--- config.mk ---
export PLATFORM = sky130hd
export DESIGN_NAME = modbus_rtu_tx
export DESIGN_NICKNAME = d
export VERILOG_FILES = /design/src/rtl/modbus_rtu_tx.sv
export SDC_FILE = /design/constraint.sdc
export NUM_CORES = 1
export LEC_CHECK = 0
export CAP_MARGIN = 25
export CORE_ASPECT_RATIO = 0.5
export CORE_MARGIN = 5
export CORE_UTILIZATION = 50
export CTS_CLUSTER_SIZE = 25
export DETAILED_ROUTE_END_ITERATION = 8
export GPL_TIMING_DRIVEN = 0
export PLACE_DENSITY = 0.72
export SETUP_SLACK_MARGIN = 0.4
export SLEW_MARGIN = 5
export SYNTH_ARGS = -nofsm -noshare
export SYNTH_HDL_FRONTEND = slang
export SYNTH_SLANG_ARGS = --single-unit
--- constraint.sdc ---
create_clock -name clk -period 1.9 [get_ports clk]
set_input_delay 0.475 -clock clk [delete_from_list [all_inputs] [get_ports clk]]
set_output_delay 0.475 -clock clk [all_outputs]
set_load 0.005 [all_outputs]
--- src/rtl/modbus_rtu_tx.sv ---
`default_nettype none
// ============================================================================
// modbus_rtu_tx : Modbus RTU frame serializer; appends CRC-16, enforces silence
// Revision      : 1.0
// ============================================================================
module modbus_rtu_tx #(
   parameter int SILENCE_CYCLES = 40,
   parameter int MAX_PAYLOAD    = 254
) (
   input  logic       clk,
   input  logic       rst,
   input  logic [7:0] inData,
   input  logic       inValid,
   input  logic       inLast,
   output logic       inReady,
   output logic [7:0] outData,
   output logic       outReq,
   input  logic       outAck,
   output logic       busy,
   output logic       overflow
);
   localparam int         GAP_W   = (SILENCE_CYCLES > 1) ? $clog2(SILENCE_CYCLES) : 1;
   localparam logic [GAP_W-1:0] GAP_END = GAP_W'(SILENCE_CYCLES - 1);
   localparam logic [7:0] MAX_CNT = 8'(MAX_PAYLOAD);

   typedef enum logic [2:0] {
      IDLE   = 3'd0,
      DATA   = 3'd1,
      CRC_LO = 3'd2,
      CRC_HI = 3'd3,
      GAP    = 3'd4
   } state_t;

   state_t           state_q, state_d;
   logic [7:0]       data_q, data_d;
   logic             req_q, req_d;
   logic [15:0]      crc_q, crc_d;
   logic [7:0]       cnt_q, cnt_d;
   logic [GAP_W-1:0] gap_q, gap_d;
   logic             last_q, last_d;
   logic             ovf_q, ovf_d;
   logic             ready;
   logic             accept;
   logic             is_last;
   logic [7:0]       cnt_next;

   function automatic logic [15:0] crc16_byte(input logic [15:0] crc, input logic [7:0] b);
      logic [15:0] c;
      c = crc ^ {8'h00, b};
      for (int i = 0; i < 8; i++) begin
         c = c[0] ? ((c >> 1) ^ 16'hA001) : (c >> 1);
      end
      return c;
   endfunction

   always_comb begin
      ready = 1'b0;
      if (state_q == IDLE) begin
         ready = 1'b1;
      end else if (state_q == DATA) begin
         ready = !req_q && !last_q;
      end
   end

   assign inReady  = rst & ready;
   assign accept   = inValid & inReady;
   assign cnt_next = cnt_q + 8'd1;
   // Reaching the payload limit closes the frame even without inLast.
   assign is_last  = inLast || (cnt_next == MAX_CNT);

   always_comb begin
      state_d = state_q;
      data_d  = data_q;
      req_d   = req_q;
      crc_d   = crc_q;
      cnt_d   = cnt_q;
      gap_d   = gap_q;
      last_d  = last_q;
      ovf_d   = 1'b0;
      if (accept) begin
         state_d = DATA;
         data_d  = inData;
         req_d   = 1'b1;
         cnt_d   = cnt_next;
         last_d  = is_last;
         crc_d   = crc16_byte(crc_q, inData);
         ovf_d   = (cnt_next == MAX_CNT) && !inLast;
      end
      case (state_q)
         DATA: begin
            if (req_q && outAck) begin
               req_d = 1'b0;
               if (last_q) begin
                  state_d = CRC_LO;
               end
            end
         end
         // Each CRC byte is raised one cycle after the previous ack, like payload.
         CRC_LO: begin
            if (!req_q) begin
               req_d  = 1'b1;
               data_d = crc_q[7:0];
            end else if (outAck) begin
               req_d   = 1'b0;
               state_d = CRC_HI;
            end
         end
         CRC_HI: begin
            if (!req_q) begin
               req_d  = 1'b1;
               data_d = crc_q[15:8];
            end else if (outAck) begin
               req_d   = 1'b0;
               gap_d   = '0;
               state_d = GAP;
            end
         end
         GAP: begin
            gap_d = gap_q + GAP_W'(1);
            if (gap_q == GAP_END) begin
               state_d = IDLE;
               gap_d   = '0;
               crc_d   = 16'hFFFF;
               cnt_d   = 8'd0;
               last_d  = 1'b0;
            end
         end
         default: ;
      endcase
   end

   always_ff @(posedge clk) begin
      if (!rst) begin
         state_q <= IDLE;
         data_q  <= 8'h00;
         req_q   <= 1'b0;
         crc_q   <= 16'hFFFF;
         cnt_q   <= 8'd0;
         gap_q   <= '0;
         last_q  <= 1'b0;
         ovf_q   <= 1'b0;
      end else begin
         state_q <= state_d;
         data_q  <= data_d;
         req_q   <= req_d;
         crc_q   <= crc_d;
         cnt_q   <= cnt_d;
         gap_q   <= gap_d;
         last_q  <= last_d;
         ovf_q   <= ovf_d;
      end
   end

   assign outData  = data_q;
   assign outReq   = rst & req_q;
   assign busy     = rst & (state_q != IDLE);
   assign overflow = rst & ovf_q;

endmodule
`default_nettype wire

==> impl_metrics.env <==
export IMPL_max_slew_worst_pin_slew_ns=0.372
export IMPL_yosys_warnings=0
export IMPL_area_inside_the_core_boundary_um2=4360
export IMPL_dr_total_vias=2076
export IMPL_gp_routability_congestion=0.841
export IMPL_netlist_instances=255
export IMPL_num_antenna_cells=0
export IMPL_postCtsHoldBufs=0
export IMPL_postRouteWirelength_mm=6.08
export IMPL_pin_count_of_the_biggest_net_entering_global_routing=14
export IMPL_first_pass_grt_wire_length_mm=9.40
export IMPL_cts_max_level=2
export IMPL_max_freq_mhz=589
export IMPL_tritoncts="built"
export IMPL_row_count=17
export IMPL_yosys_cell_types_count=45
export IMPL_globalRoute_totalOverflow=0
export IMPL_clkSinkCount=44
export IMPL_crit_path_start_kind="primary input"
export IMPL_synthesis_nets=271
export IMPL_synthToLayoutAreaGrowth_pct=44.6
export IMPL_final_setup_skew_ns=0.00958
export IMPL_track_usage_pct=19.6
export IMPL_yosysTopAreaCellShare_pct=39.5
export IMPL_max_cap_violation_count=0
export IMPL_nFillCells=290
export IMPL_crit_arrival_ns=1.22
export IMPL_cts_root_buf="clkbuf_8"
export IMPL_worstSkewPairLatency_ns=0.30
export IMPL_crit_path_required_time_ns=1.42
export IMPL_timing_hold_worst_class="primary input to flop"
export IMPL_max_vdd_ir_drop_mv=0.385
export IMPL_criticalPathCategory="primary input to output port"
export IMPL_min_period_ns=1.70
export IMPL_fin_cells=374
export IMPL_final_critical_path_setup_slack_ns=0.203
export IMPL_ys_top_cells_by_area="dfxtp_1 40%, xnor2_1 8.2%, nand2_1 7.2%, xor2_1 5.1%, mux2_2 4.0%"
export IMPL_final_min_period_over_clock_period_pct=89.3
export IMPL_synth_top_area_cell="dfxtp_1"
export IMPL_post_synth_cell_area_avg_um2=8.74
export IMPL_report_final_slew_viol_count=0
export IMPL_netlist_area_um2=2230
export IMPL_fp_dieArea_um2=5980
export IMPL_drc=0
export IMPL_wl_per_cell_um=16.2
export IMPL_final_layout_size_suffix_gt1_share_pct=40.4
export IMPL_initial_standard_cell_utilization_of_the_core_pct=51.1
export IMPL_static_leakage_power_uw=0.00133
export IMPL_avgViaCountPerCell=5.55
export IMPL_report_final_setup_viol=0
export IMPL_clk_pin_slew_ns=0.09
export IMPL_clk_path_buf_depth=2
export IMPL_synth_enable_flop_cells=0
export IMPL_hold_violations=0
export IMPL_top_level_port_count=25
export IMPL_synth_async_sr_flop_share_pct=0
export IMPL_post_place_ws_ns=-0.871
export IMPL_nNetsFinal=332
export IMPL_pwr_density_cell_nw_per_um2=762
export IMPL_portBuffers=24
export IMPL_die_height_um=57.2
export IMPL_place_inst=336
export IMPL_drtPass1Iterations=4
export IMPL_dpl_hpwl_mm=3.65
export IMPL_timing_critical_path_to_type="output port"
export IMPL_synth_ff_latch_count=44
export IMPL_worst_path_max_fanout=9
export IMPL_grt_pass1_vias=1944
export IMPL_die_x_um=104
export IMPL_status="finished clean"
export IMPL_drtAntennaViolNets=0
export IMPL_synth_main_ff_cell="dfxtp_1"
export IMPL_drt_initial_drc_count=85
export IMPL_cts_buffers=5
export IMPL_timing_slew_headroom_pct=75.2
export IMPL_rsz_0062_raised_after_global_routing="true"
export IMPL_grt_antenna_before_repair=0
export IMPL_ys_seq_area_share_pct=39.5
==> final timing paths <==
check                                 from          to  slack, ns  cells past startpoint
worst max-delay path                   rst        busy       0.20                      5
worst min-delay path             inData[3]  outData[3]       0.44                      3
worst min register to register  outData[0]  outData[0]       0.47                      2
worst max register to register    cnt_q[1]      last_q       0.26                      6
==> report_power, final <==
| part | leakage, uW | switching (uW) | total, uW | internal, uW |
|---|---|---|---|---|
| combinational | 0.000907 | 299 | 675 | 376 |
| sequential | 0.000367 | 79.3 | 1070 | 987 |
| clock | 0.0000552 | 326 | 717 | 391 |
==> registers in the layout, summed over array words and instances, names as in the netlist <==
name     cells
state_q      3
req_q        1
last_q       1
outData      8
gap_q        6
cnt_q        8
ovf_q        1
crc_q       16
==> through the flow <==
step                      setup TNS [ns]  utilization (%)  hold WS [ns]  power, uW  instance area (um2)
after global routing                   0             73.9         0.436       2560                 3220
after floorplan                        0                -         0.455       1460                 2340
final                                  0             73.9         0.444       2460                 3220
after CTS                              0             68.0         0.443       2380                 2960
after detailed placement          -18.95             60.8         0.467       1600                 2650
after global placement            -17.27             60.8         0.464       1590                 2650
==> cell usage after synthesis (2+ instances only) <==
master / instances
dfxtp_1: 44
nand2_1: 43
xnor2_1: 21
nor2_1: 17
o21ai_0: 15
xor2_1: 13
a31oi_1: 9
nand3_1: 9
mux2_2: 8
a21oi_1: 7
o211ai_1: 7
clkbuf_1: 6
and2_1: 4
and3_1: 4
buf_2: 3
ha_1: 3
inv_1: 3
nor2b_1: 3
nor3_1: 3
or3_1: 3
a21boi_0: 2
buf_6: 2
nand2b_1: 2
nand3_2: 2
nand4_1: 2
==> worst max-delay path, cell delays in order <==
cell and delay, ns:
buf_6 0.12, clkbuf_8 0.14, buf_4 0.14, a21boi_2 0.14, clkdlybuf4s15_1 0.20
==> cells in the final DEF, fill, tap and decap left out, types with 6 or more instances in the layout <==
cell type | Yosys | layout
dfxtp_1 | 44 | 26
dfxtp_4 | 0 | 6
a21oi_1 | 7 | 6
xnor2_1 | 21 | 11
clkbuf_8 | 0 | 6
buf_4 | 0 | 31
a31oi_1 | 9 | 9
dlygate4sd2_1 | 0 | 9
mux2_2 | 8 | 8
o211ai_1 | 7 | 7
nor2_1 | 17 | 13
xor2_1 | 13 | 11
xnor2_2 | 1 | 9
nand2_1 | 43 | 43
dfxtp_2 | 0 | 12
o21ai_0 | 15 | 12
nand3_1 | 9 | 9
==> area by class of cell <==
cell class	count	area [um2]	share of cell area (%)
repair buffers	54	438	13.6
plain buffers	12	139	4.31
clock inverters	2	35.0	1.09
clock buffers	6	72.6	2.25
inverters	3	11.3	0.349
multi-input cells	196	1540	47.7
flip-flops and latches	44	918	28.5
well taps	57	71.3	2.21
==> logic make-up after synthesis <==
logic type / count (synthesis) / synth area share [%]
XOR/XNOR: 36 / 15.2
flip-flops: 44 / 39.5
adder cells (fa/ha/maj): 3 / 1.68
AND/OR/NAND/NOR: 101 / 22.7
multiplexers: 9 / 4.49
AO/OA/AOI/OAI: 47 / 13.1
buffers and inverters: 15 / 3.37
==> what timing repair did <==
| item | 4_1_cts | 5_1_grt |
|---|---|---|
| resized for setup | 82 | 53 |
| endpoints found under the setup margin | 56 | 45 |
| pin swaps | 13 | 22 |
| setup buffers | 13 | 16 |
| cloned | 0 | 1 |
==> layer usage <==
layer | routed length (um) | global-route usage, % | share of wire [%] | vias to the layer above
met5 | 0 | 0 | 0 | -
met4 | 108 | 5.54 | 1.8 | 0
met3 | 249 | 4.52 | 4.1 | 12
met2 | 3040 | 33.8 | 50 | 41
met1 | 2680 | 24.8 | 44 | 1024
li1 | - | - | - | 999
Note: power is estimated with default switching activity, not from simulation.
